--- config.mk ---
export PLATFORM = sky130hd
export DESIGN_NAME = tile_painter
export DESIGN_NICKNAME = d
export VERILOG_FILES = /design/src/rtl/tile_pkg.sv /design/src/rtl/tile_anim_ctrl.sv /design/src/rtl/tile_painter.sv
export SDC_FILE = /design/constraint.sdc
export NUM_CORES = 1
export LEC_CHECK = 0
export CAP_MARGIN = 20
export CORE_MARGIN = 4
export CORE_UTILIZATION = 53
export CTS_CLUSTER_SIZE = 14
export DETAILED_ROUTE_END_ITERATION = 16
export PLACE_DENSITY = 0.88
export RECOVER_POWER = 100
export SLEW_MARGIN = 40
export SYNTH_ARGS = -nofsm -noshare
export SYNTH_HDL_FRONTEND = slang
export SYNTH_SLANG_ARGS = --single-unit
--- constraint.sdc ---
create_clock -name clk -period 7 [get_ports clk]
set_input_delay 0.7 -clock clk [delete_from_list [all_inputs] [get_ports clk]]
set_output_delay 0.7 -clock clk [all_outputs]
set_load 0.02 [all_outputs]
--- src/rtl/tile_pkg.sv ---
// rtl/tile_pkg.sv - shared types and colour constants for the tile painter
//
// Contents:
//   tile_type_e  : 2-bit tile type (BACKGROUND, FLOOR, GIFT, HOLE)
//   COL_*        : 8-bit palette entries used by the painter
//   pop_state_e  : collect/pop animation FSM states
package tile_pkg;

  typedef enum logic [1:0] {
    BACKGROUND = 2'b00,
    FLOOR      = 2'b01,
    GIFT       = 2'b10,
    HOLE       = 2'b11
  } tile_type_e;

  localparam logic [7:0] COL_TRANSPARENT = 8'hFF;
  localparam logic [7:0] COL_FLOOR       = 8'hA1;
  localparam logic [7:0] COL_GIFT        = 8'hBB;
  localparam logic [7:0] COL_HOLE        = 8'hF1;

  typedef enum logic {
    IDLE = 1'b0,
    POP  = 1'b1
  } pop_state_e;

endpackage

--- src/rtl/tile_anim_ctrl.sv ---
// rtl/tile_anim_ctrl.sv - frame blink counter and gift pop animation FSM
//
// Optional feature macro: TILE_PAINTER_BLINK_EN (gift blinking).
// Ports:
//   clk, resetN   : pixel clock, asynchronous active-low reset
//   startOfFrame  : one-cycle pulse per frame
//   collectReq    : one-cycle pulse starting the pop animation
//   giftVisible   : gift icon may be drawn this frame
//   shrink        : pixels removed from each icon side
//   animBusy      : pop animation running (registered)
//   collectDone   : one-cycle pulse when the pop animation ends
module tile_anim_ctrl
  import tile_pkg::*;
#(
  parameter int BLINK_FRAMES = 16,
  parameter int SHRINK_STEP  = 3,
  parameter int ICON_LO      = 21,
  parameter int ICON_HI      = 39
) (
  input  logic       clk,
  input  logic       resetN,
  input  logic       startOfFrame,
  input  logic       collectReq,
  output logic       giftVisible,
  output logic [4:0] shrink,
  output logic       animBusy,
  output logic       collectDone
);

  localparam logic [5:0] STEP6 = 6'(SHRINK_STEP);
  localparam logic [5:0] HALF6 = 6'((ICON_HI - ICON_LO) / 2);

  pop_state_e state_q;
  logic [4:0] shrink_q;
  logic       done_q;
  logic [5:0] shrink_next;

  // One bit wider so a step past the half-icon size is detected, not wrapped.
  assign shrink_next = {1'b0, shrink_q} + STEP6;

  // A frame pulse arriving with collectReq in IDLE is deliberately not applied.
  always_ff @(posedge clk or negedge resetN) begin
    if (!resetN) begin
      state_q  <= IDLE;
      shrink_q <= '0;
      done_q   <= 1'b0;
    end else begin
      done_q <= 1'b0;
      case (state_q)
        IDLE: begin
          if (collectReq) begin
            state_q  <= POP;
            shrink_q <= '0;
          end
        end
        POP: begin
          if (startOfFrame) begin
            if (shrink_next > HALF6) begin
              state_q  <= IDLE;
              shrink_q <= '0;
              done_q   <= 1'b1;
            end else begin
              shrink_q <= shrink_next[4:0];
            end
          end
        end
        default: state_q <= IDLE;
      endcase
    end
  end

  assign shrink      = shrink_q;
  assign animBusy    = (state_q == POP);
  assign collectDone = done_q;

`ifdef TILE_PAINTER_BLINK_EN
  localparam int FC_W = $clog2(2 * BLINK_FRAMES);

  logic [FC_W-1:0] frame_cnt_q;

  always_ff @(posedge clk or negedge resetN) begin
    if (!resetN) begin
      frame_cnt_q <= '0;
    end else if (startOfFrame) begin
      if (frame_cnt_q == FC_W'(2 * BLINK_FRAMES - 1)) begin
        frame_cnt_q <= '0;
      end else begin
        frame_cnt_q <= frame_cnt_q + FC_W'(1);
      end
    end
  end

  // The gift stays on screen while it pops, even during the off half.
  assign giftVisible = (frame_cnt_q < FC_W'(BLINK_FRAMES)) || (state_q == POP);
`else
  assign giftVisible = 1'b1;
`endif

endmodule

--- src/rtl/tile_painter.sv ---
// rtl/tile_painter.sv - per-tile pixel painter with gift blink and pop animation
//
// Optional feature macro: TILE_PAINTER_BLINK_EN (gift blinking).
// Ports:
//   clk, resetN     : pixel clock, asynchronous active-low reset
//   startOfFrame    : one-cycle pulse per frame
//   offsetX/offsetY : pixel offset inside the tile (11-bit)
//   tileType        : 00 background, 01 floor, 10 gift, 11 hole
//   collectReq      : one-cycle pulse starting the pop animation
//   drawingRequest  : registered, pixel is to be displayed
//   RGBout          : registered colour
//   animBusy        : pop animation running
//   collectDone     : one-cycle pulse when the pop animation ends
module tile_painter
  import tile_pkg::*;
#(
  parameter int TILE_W       = 80,
  parameter int TILE_H       = 80,
  parameter int FLOOR_LEFT   = 11,
  parameter int FLOOR_RIGHT  = 69,
  parameter int FLOOR_TOP    = 64,
  parameter int FLOOR_BOT    = 74,
  parameter int ICON_LO      = 21,
  parameter int ICON_HI      = 39,
  parameter int BLINK_FRAMES = 16,
  parameter int SHRINK_STEP  = 3
) (
  input  logic        clk,
  input  logic        resetN,
  input  logic        startOfFrame,
  input  logic [10:0] offsetX,
  input  logic [10:0] offsetY,
  input  logic [1:0]  tileType,
  input  logic        collectReq,
  output logic        drawingRequest,
  output logic [7:0]  RGBout,
  output logic        animBusy,
  output logic        collectDone
);

  localparam logic [10:0] TW    = 11'(TILE_W);
  localparam logic [10:0] TH    = 11'(TILE_H);
  localparam logic [10:0] FL    = 11'(FLOOR_LEFT);
  localparam logic [10:0] FR    = 11'(FLOOR_RIGHT);
  localparam logic [10:0] FT    = 11'(FLOOR_TOP);
  localparam logic [10:0] FB    = 11'(FLOOR_BOT);
  localparam logic [10:0] MASK0 = 11'(FLOOR_TOP - 3);
  localparam logic [10:0] MASK1 = 11'(FLOOR_TOP - 1);
  localparam logic [10:0] BGLN  = 11'(FLOOR_TOP - 2);
  localparam logic [10:0] IL    = 11'(ICON_LO);
  localparam logic [10:0] IH    = 11'(ICON_HI);

  logic        gift_visible;
  logic [4:0]  shrink;
  tile_type_e  tile_type;
  logic        x_in_floor;
  logic [10:0] icon_lo;
  logic [10:0] icon_hi;
  logic        in_gift;
  logic        in_hole;
  logic [7:0]  rgb_d,  rgb_q;
  logic        draw_d, draw_q;

  tile_anim_ctrl #(
    .BLINK_FRAMES(BLINK_FRAMES),
    .SHRINK_STEP (SHRINK_STEP),
    .ICON_LO     (ICON_LO),
    .ICON_HI     (ICON_HI)
  ) u_anim (
    .clk         (clk),
    .resetN      (resetN),
    .startOfFrame(startOfFrame),
    .collectReq  (collectReq),
    .giftVisible (gift_visible),
    .shrink      (shrink),
    .animBusy    (animBusy),
    .collectDone (collectDone)
  );

  assign tile_type  = tile_type_e'(tileType);
  assign x_in_floor = (offsetX >= FL) && (offsetX <= FR);
  assign icon_lo    = IL + 11'(shrink);
  assign icon_hi    = IH - 11'(shrink);
  assign in_gift    = (offsetX >= icon_lo) && (offsetX <= icon_hi) &&
                      (offsetY >= icon_lo) && (offsetY <= icon_hi);
  assign in_hole    = (offsetX >= IL) && (offsetX <= IH) &&
                      (offsetY >= IL) && (offsetY <= IH);

  // First matching rule wins.
  always_comb begin
    rgb_d  = COL_TRANSPARENT;
    draw_d = 1'b0;
    if (offsetX >= TW || offsetY >= TH) begin
      rgb_d  = COL_TRANSPARENT;
      draw_d = 1'b0;
    end else if (tile_type != BACKGROUND && offsetY >= FT && offsetY <= FB && x_in_floor) begin
      rgb_d  = COL_FLOOR;
      draw_d = 1'b1;
    end else if (tile_type != BACKGROUND && offsetY >= MASK0 && offsetY <= MASK1 && x_in_floor) begin
      rgb_d  = COL_TRANSPARENT;
      draw_d = 1'b1;
    end else if (tile_type == BACKGROUND && offsetY == BGLN && x_in_floor) begin
      rgb_d  = COL_TRANSPARENT;
      draw_d = 1'b1;
    end else if (tile_type == GIFT && in_gift && gift_visible) begin
      rgb_d  = COL_GIFT;
      draw_d = 1'b1;
    end else if (tile_type == HOLE && in_hole) begin
      rgb_d  = COL_HOLE;
      draw_d = 1'b1;
    end
  end

  always_ff @(posedge clk or negedge resetN) begin
    if (!resetN) begin
      rgb_q  <= 8'h00;
      draw_q <= 1'b0;
    end else begin
      rgb_q  <= rgb_d;
      draw_q <= draw_d;
    end
  end

  assign RGBout         = rgb_q;
  assign drawingRequest = draw_q;

endmodule

# Yosys cells after proc, flatten, opt, wreduce, memory -nomap -nowiden
# Cells that the tools add are included.
word_totals:
  reg_bits: 16
  in_bits: 28
  out_inout_bits: 11
op_classes:
  add_sub_neg: 3
  n_lt_le_gt_ge: 17
  eq_ne: 5
  n_mux: 23
  bitwise_logic: 1
  reduce_logical: 21
op_table:
  columns: ["operator", "count"]
  rows:
  - ["$ge 11x7->1 const B", 3]
  - ["$le 11x6->1 const B", 3]
  - ["$mux 7", 4]
  - ["$ge 11x5->1 const B", 2]
  - ["$ge 11x6->1", 2]
  - ["$le 11x11->1", 2]
  - ["$le 11x7->1 const B", 2]
  - ["$logic_and 1x1->1", 17]
  - ["$mux 5", 3]
  - ["$mux 1", 12]
  - ["$eq 11x6->1 const B", 1]
  - ["$ge 11x4->1 const B", 1]
  - ["$ge 11x6->1 const B", 1]
  - ["$pmux 5 s2", 1]
  - ["$mux 8", 1]
  - ["$sub 6x5->7 const A", 1]
  - ["$add 5x2->6 const B", 1]
  - ["$add 5x5->6 const A", 1]
  - ["$gt 6x4->1 const B", 1]
  - ["$eq 2x2->1 const B", 2]
  - ["$mux 4", 1]
  - ["$ne 2x2->1 const B", 2]
  - ["$logic_not 2->1", 1]
  - ["$pmux 1 s2", 1]
  - ["other kinds (4)", 4]

# Longest topological paths before layout
# Gate-level depths: netlist (run 1).
logic_depth:
  ltp_word: 11
  depth_mapped: 11
  ltp_nobuf: 10

# Cells and area by module
# A second synthesis (run 1) with hierarchy kept.
unflattened:
  cells_unflattened: 165
  hier_area_um2: 1470.2
modules_own_cells:
  columns: ["module", "n_inst", "cells_each", "area_each_um2", "seq_area_each_um2"]
  rows:
  - ["tile_painter", 1, 122, 1059.8, 150.1]
  - ["tile_anim_ctrl", 1, 43, 410.4, 175.2]

# Least setup slack after synthesis (run 1)
# Ideal clock, no wire load.
synth_timing:
  path_type: "in2reg"
  from: "input port offsetY[0]"
  to: "register draw_q (netlist: drawingRequest)"
  t_arrival_ps: 2442
  required_ps: 6869
  setup_slack_ps: 4427
  cell_stages: 8
  path_buffers: 0
  path_cell_list: "inv_1 ha_1 nand2b_1 a2111oi_0 o21ai_0 a211oi_1 nor3_1 or3_1"
synth_between:
  elab_chain_cells: 10
synth_lines:
  columns: ["item", "line", "source"]
  rows:
  - ["from (decl)", "tile_painter.sv:32", "input logic [10:0] offsetY,"]
  - ["$ge 11x5->1", "tile_painter.sv:87", "(offsetY >= IL) && (offsetY <= IH);"]
  - ["$logic_and 1x1->1", "tile_painter.sv:86", "assign in_hole = (offsetX >= IL) && (offsetX <= IH) &&"]
  - ["$logic_and 1x1->1", "tile_painter.sv:87", null]
  - ["$logic_and 1x1->1", "tile_painter.sv:108", "end else if (tile_type == HOLE && in_hole) begin"]
  - ["$mux 1", "tile_painter.sv:108", null]
  - ["$mux 1", "tile_painter.sv:105", "end else if (tile_type == GIFT && in_gift && gift_visible) begin"]
  - ["$mux 1", "tile_painter.sv:102", "end else if (tile_type == BACKGROUND && offsetY == BGLN && x_in_floor) begin"]
  - ["$mux 1", "tile_painter.sv:99", "end else if (tile_type != BACKGROUND && offsetY >= MASK0 && offsetY <= MASK1 && x_in_floor) begin"]
  - ["$mux 1", "tile_painter.sv:96", "end else if (tile_type != BACKGROUND && offsetY >= FT && offsetY <= FB && x_in_floor) begin"]
  - ["$mux 1 (*)", "tile_painter.sv:93", "if (offsetX >= TW || offsetY >= TH) begin"]
  - ["via draw_d", "tile_painter.sv:62", "logic draw_d, draw_q;"]
  - ["to (signal assigned)", "tile_painter.sv:120", "draw_q <= draw_d;"]
  - ["to (decl)", "tile_painter.sv:62", null]
# Mark *: on every way through the listed nets, which the timed path passes. The rest lies on a longest branch.
# A chain may end at the register's enable or synchronous reset.

# Worst setup path after layout (run 1)
# Same ends and word-level chain as after synthesis.

==> results of run 1 <==
worst paths after layout:
path                                    end  slack [ns]  depth (start not counted)
min in group asynchronous         RGBout[3]        0.84                          1
max reg2reg                  drawingRequest        4.06                          9
max                          drawingRequest        3.83                          9
min                         u_anim.animBusy        0.62                          2
min reg2reg                 u_anim.animBusy        0.62                          2
max in group asynchronous  u_anim.shrink[4]        5.77                          1
worst max-delay path, delay by kind of cell:
family,cells,cell delay [ns]
adder cells (fa/ha/maj),1,0.31
buffers and inverters,2,0.68
AO/OA/AOI/OAI,3,1.05
AND/OR/NAND/NOR,3,0.58
metrics by stage:
| stage | hold WS (ns) | std cells |
|---|---|---|
| CTS | 0.643 | 249 |
| finish | 0.624 | 249 |
| detailed placement | 0.611 | 245 |
| floorplan | 0.404 | 182 |
| global placement | 0.602 | 245 |
| global route | 0.685 | 249 |
state kept, by name, indices dropped and copies added, names as in the netlist:
| name | flops |
|---|---|
| RGBout | 5 |
| drawingRequest | 1 |
| u_anim.animBusy | 1 |
| u_anim.collectDone | 1 |
| u_anim.shrink | 5 |
power groups by stage:
| stage | clock network [W] | logic (W) | registers, W |
|---|---|---|---|
| floorplan | 0 | 0.000204 | 0.000112 |
| global placement | 0 | 0.000267 | 0.000119 |
| detailed placement | 0 | 0.000287 | 0.000121 |
| CTS | 0.0000507 | 0.000291 | 0.000119 |
| global route | 0.0000534 | 0.000329 | 0.000122 |
| finish | 0.0000485 | 0.000288 | 0.000119 |
layout by cell type, fill, tap and decap left out, types with 3 or more instances in the layout:
master,Yosys,final
dlygate4sd3_1,0,14
xnor2_1,4,4
dfrtp_1,13,13
o31ai_1,3,3
inv_1,14,14
nand2b_1,5,5
nor4_1,3,3
ha_1,27,27
o21ai_0,13,13
nor2b_1,4,4
a211oi_1,4,4
nor2_1,18,18
o211ai_1,6,6
o22ai_1,3,3
a21oi_1,7,7
nor3_1,8,8
clkdlybuf4s50_1,0,24
nand2_1,11,11
clkbuf_4,0,3
cells by family after synthesis:
family	count (synthesis)
other cells	1
fa+ha+maj	27
xor+xnor	5
compound gates	51
buf+inv	19
simple gates	66
flops	13
area by class of cell:
type,instances,area (sq um),share of cell area
clock buffers,3,22.5,0.0118
clock inverters,1,5.00,0.00263
inverters,14,52.6,0.0276
multi-input cells,150,1080,0.567
flip-flops and latches,13,325,0.171
well taps,30,37.5,0.0197
repair buffers,38,380,0.200
per-layer routing:
metal / up-vias / wire length, um
met3: 16 / 305
met4: 0 / 138
met5: - / 0
met2: 64 / 1900
li1: 748 / -
met1: 672 / 1590
==> results.yml, run 1 <==
timing:
  setup_tns_ns: 0
  finalWorstSetupSlack_ns: 3.83
  fmax_mhz: 316
  setup_violations: 0
  worst_clock_skew_ns: 0.00424
  worstMarginPinSlew_ns: 0.732
  final_hold_viol_count: 0
  slew_viol_final: 0
  grt_setup_unrepaired: "no"
  fin_crit_sh: 0.452
  period_needed_ns: 3.17
  slew_headroom: 0.506
worst_setup_path:
  crit_path_end_kind: "register"
  worstPathArrival_ns: 3.34
  r2r_start: "u_anim.shrink[0]"
  path_cells: "dlygate4sd3_1, inv_1, ha_1, nand2b_1, a2111oi_0, o21ai_0, a211oi_1, nor3_1, or3_1"
  slowest_delay_ns: 0.59
  cp_data_required_time_ns: 7.18
  crit_slowest_cell: "dlygate4sd3_1"
  path_max_fanout: 4
  start_kind: "input port"
  startpoint: "offsetY[0]"
  critPathKind: "input port to register"
cts:
  cts_resized: 0
  cts.path.max_buffers: 2
  cts_hold_buf: 0
  clock-sinks: 13
  root_buffer: "clkbuf_4"
  clk-insertion-delay-late_ns: 0.29
  path_clk_slew_ns: 0.09
  cts_tree: "done"
  cts_inserted_buffers: 3
  cts_setup_buffers: 0
  h-tree-depth: 1
logic_synthesis:
  yosys.area.top_type: "ha_1"
  yosys_warnings: 0
  yosysMostFrequentCell: "ha_1"
  synth_top_area_share: 0.227
  synthAdderAreaFrac: 0.227
  netlist_top_cells_count: "ha_1 (27), nor2_1 (18), inv_1 (14), dfrtp_1 (13), o21ai_0 (13)"
  synth_top_family_by_area: "compound AO/OA/AOI/OAI gates"
  muxShareOfSynthArea: 0
  synth-edff-count: 0
  async_reset_ff_frac: 1.00
  netlist_instances: 182
  ys.flop_type: "dfrtp_1"
  yosysUniqueCellTypes: 44
  syn_area_per_cell_sq_um: 8.19
  ys_seq_area_frac: 0.218
  syn-num-nets: 237
  syn_area_sq_mm: 0.00149
  synth-seq-cells: 13
  synthXorXnorAreaFrac: 0.0294
  synth_simple_gate_area_frac: 0.233
  netlist_top_cells_area: "ha_1 (23%), dfrtp_1 (22%), nor2_1 (4.5%)"
  synth_compound_area_frac: 0.233
final_layout:
  fill_cells: 206
  antennaDiodeCount: 0
  area_growth_pct: 27.6
  drive_gt1_frac: 0.0457
  nets: 275
  final_util: 0.741
  final_cell_area_sq_mm: 0.00190
die:
  initial_core_util: 0.580
  dieWidth_um: 61.0
  row_count: 18
  core_sq_mm: 0.00257
  boundaryPins: 39
  die_height_um: 61.0
  dieArea_sq_mm: 0.00372
pwr:
  netSwitchingFraction: 0.470
  leakage_nw: 0.784
  p_switching_w: 0.000214
  ir_drop_mv: 0.242
  powerDensity_mw_per_mm2: 240
  p_comb_frac: 0.632
  intPower_w: 0.000241
  power.share.clock: 0.106
  power_w: 0.000456
  sequentialPowerShare: 0.262
placement:
  place_area_sq_mm: 0.00188
  dp_worst_setup_slack_ns: 3.64
  gp_congestion: 0.909
  dp_hpwl_um: 3270
  io_buffer_count: 38
grt:
  grt_util_met2: 0.408
  grt_pass1_vias: 1498
  grt_pass1_wl_um: 6430
  track_usage: 0.230
  grt_use_met1: 0.262
  grt-busiest-layer: "met2"
  gr-usage-met3: 0.0629
  grt_overflow_total: 0
  antenna_found_initial: 0
  grt_start_max_net_pins: 14
detailed_routing:
  via_count: 1500
  drt-pass1-iter-count: 7
  routedWlPerCell_um: 15.8
  vias_per_cell: 6.02
  ant_nets: 0
  wl_um: 3940
  drc: 0
  drtIter0Drc: 56
job:
  drv_cap: 0
hold_path:
  worstHoldStart: "u_anim.animBusy"
  hold_class: "register to register"
status:
  status: "complete, no violations"
Note: power is estimated with default switching activity, not from simulation.
==> inputs of run 2 (changes only) <==
CORE_UTILIZATION = 44   (was 53)
PLACE_DENSITY = 0.78   (was 0.88)
clock period = 2.9 ns   (was 7 ns; I/O delays follow)
==> results.yml, run 2 (synthesis results as in run 1) <==
die:
  die_height_um: 66.2
  dieArea_sq_mm: 0.00438
  core_sq_mm: 0.00315
  initial_core_util: 0.473
  boundaryPins: 39
  dieWidth_um: 66.2
  row_count: 20
pwr:
  netSwitchingFraction: 0.456
  power.share.clock: 0.097
  leakage_nw: 0.809
  powerDensity_mw_per_mm2: 569
  p_comb_frac: 0.665
  intPower_w: 0.000608
  ir_drop_mv: 0.486
  p_switching_w: 0.000510
  sequentialPowerShare: 0.239
timing:
  slew_headroom: 0.584
  setup_violations: 0
  worst_clock_skew_ns: 0.00646
  fin_crit_sh: 0.903
  worstMarginPinSlew_ns: 0.617
  period_needed_ns: 2.62
  final_hold_viol_count: 0
  slew_viol_final: 0
  setup_tns_ns: 0
  fmax_mhz: 382
  grt_setup_unrepaired: "no"
worst_setup_path:
  cp_data_required_time_ns: 3.05
  slowest_delay_ns: 0.47
  start_kind: "register"
  critPathKind: "register to register"
  cp_num_buf_inv: 2
  path_max_fanout: 8
  cp_top_family: "compound AO/OA/AOI/OAI gates"
  crit_path_end_kind: "register"
  crit_slowest_cell: "dfrtp_1"
  startpoint: "u_anim.shrink[0]"
  r2r_start: "u_anim.shrink[0]"
  path_cells: "inv_1, ha_1, inv_1, ha_1, a2111oi_2, o21ai_0, a211oi_1, nor3_1, or3_1"
  worstPathArrival_ns: 2.77
hold_path:
  hold_class: "input port to async pin"
final_layout:
  final_util: 0.623
  layout_common_cells: "ha_1 (27), clkdlybuf4s50_1 (26), nor2_1 (18), inv_1 (14), o21ai_0 (13)"
  final_common_cell: "ha_1"
  drive_gt1_frac: 0.0759
  antennaDiodeCount: 0
  nets: 280
  area_growth_pct: 31.8
cts:
  cts_inserted_buffers: 3
  cts.path.max_buffers: 2
  clock-sinks: 13
  path_clk_slew_ns: 0.08
  cts_setup_buffers: 0
  clk-insertion-delay-late_ns: 0.27
  h-tree-depth: 1
  cts_tree: "done"
  root_buffer: "clkbuf_4"
detailed_routing:
  drtIter0Drc: 101
  via_count: 1478
  ant_nets: 0
  drt-pass1-iter-count: 4
  vias_per_cell: 5.51
  drc: 0
  routedWlPerCell_um: 14.2
  wl_um: 3790
grt:
  grt_overflow_total: 0
  grt_pass1_wl_um: 6160
  grt_start_max_net_pins: 14
  antenna_found_initial: 0
  track_usage: 0.178
  grt_pass1_vias: 1433
job:
  drv_cap: 0
status:
  status: "complete, no violations"
placement:
  dp_hpwl_um: 3190
  io_buffer_count: 38
  gp_congestion: 0.908
==> run 2: changes by cell type in the layout (fill, tap and decap cells not counted) <==
cell,before,now
a2111oi_2,0,1
dfrtp_1,13,12
clkdlybuf4s50_1,24,26
buf_4,0,5
dfrtp_2,0,1
a2111oi_0,2,1
dlygate4sd3_1,14,12
==> run 2: worst paths after layout <==
kind / end / depth (start not counted) / slack, ns
min in group clk: u_anim.shrink[1] / 2 / 0.61
worst max-delay path: drawingRequest / 9 / 0.28
worst min register to register: u_anim.shrink[1] / 2 / 0.61
worst max register to register: drawingRequest / 9 / 0.28
max in group asynchronous: u_anim.shrink[1] / 1 / 2.05
worst min-delay path: RGBout[5] / 1 / 0.45
==> run 2: layer usage <==
layer  up-vias  share of wire  track usage
li1        759              -            -
met1       672           0.44        0.205
met2        43           0.48        0.326
met3         4          0.069       0.0544
met4         0         0.0082       0.0279
met5         -              0            0
==> run 2: what timing repair did <==
item / 4_1_cts / 5_1_grt
hold buffers: 0 / 0
gates resized for setup: 0 / 3
setup endpoints to repair: 0 / 1
==> run 2: power by group through the flow <==
stage          Combinational [W]  Clock [W]  Sequential [W]
2_1_floorplan           0.000493          0        0.000270
3_3_place_gp            0.000706          0        0.000268
3_5_place_dp            0.000720          0        0.000270
4_1_cts                 0.000725   0.000114        0.000266
5_1_grt                 0.000857   0.000122        0.000274
6_report                0.000743   0.000108        0.000267
==> run 2: final cells by class <==
cell class                      instances  area [sq um]
Fill cell                             293          1190
Multi-Input combinational cell        150          1080
Timing Repair Buffer                   43           418
Sequential cell                        13           327
Tap cell                               44          55.1
Inverter                               14          52.6
Clock buffer                            3          22.5
Clock inverter                          1          5.00
==> run 2: stage by stage <==
| step | power, W | hold WS, ns | worst slack (ns) | area (sq um) | instances |
|---|---|---|---|---|---|
| 6_report | 0.00112 | 0.447 | 0.282 | 1960 | 268 |
| 5_1_grt | 0.00125 | 0.485 | 0.0367 | 1960 | 268 |
| 4_1_cts | 0.00111 | 0.397 | 0.136 | 1960 | 268 |
| 3_5_place_dp | 0.000990 | 0.604 | 0.0814 | 1930 | 264 |
| 3_3_place_gp | 0.000973 | 0.601 | 0.142 | 1930 | 264 |
| 2_1_floorplan | 0.000763 | -0.00559 | 0.399 | 1490 | 182 |
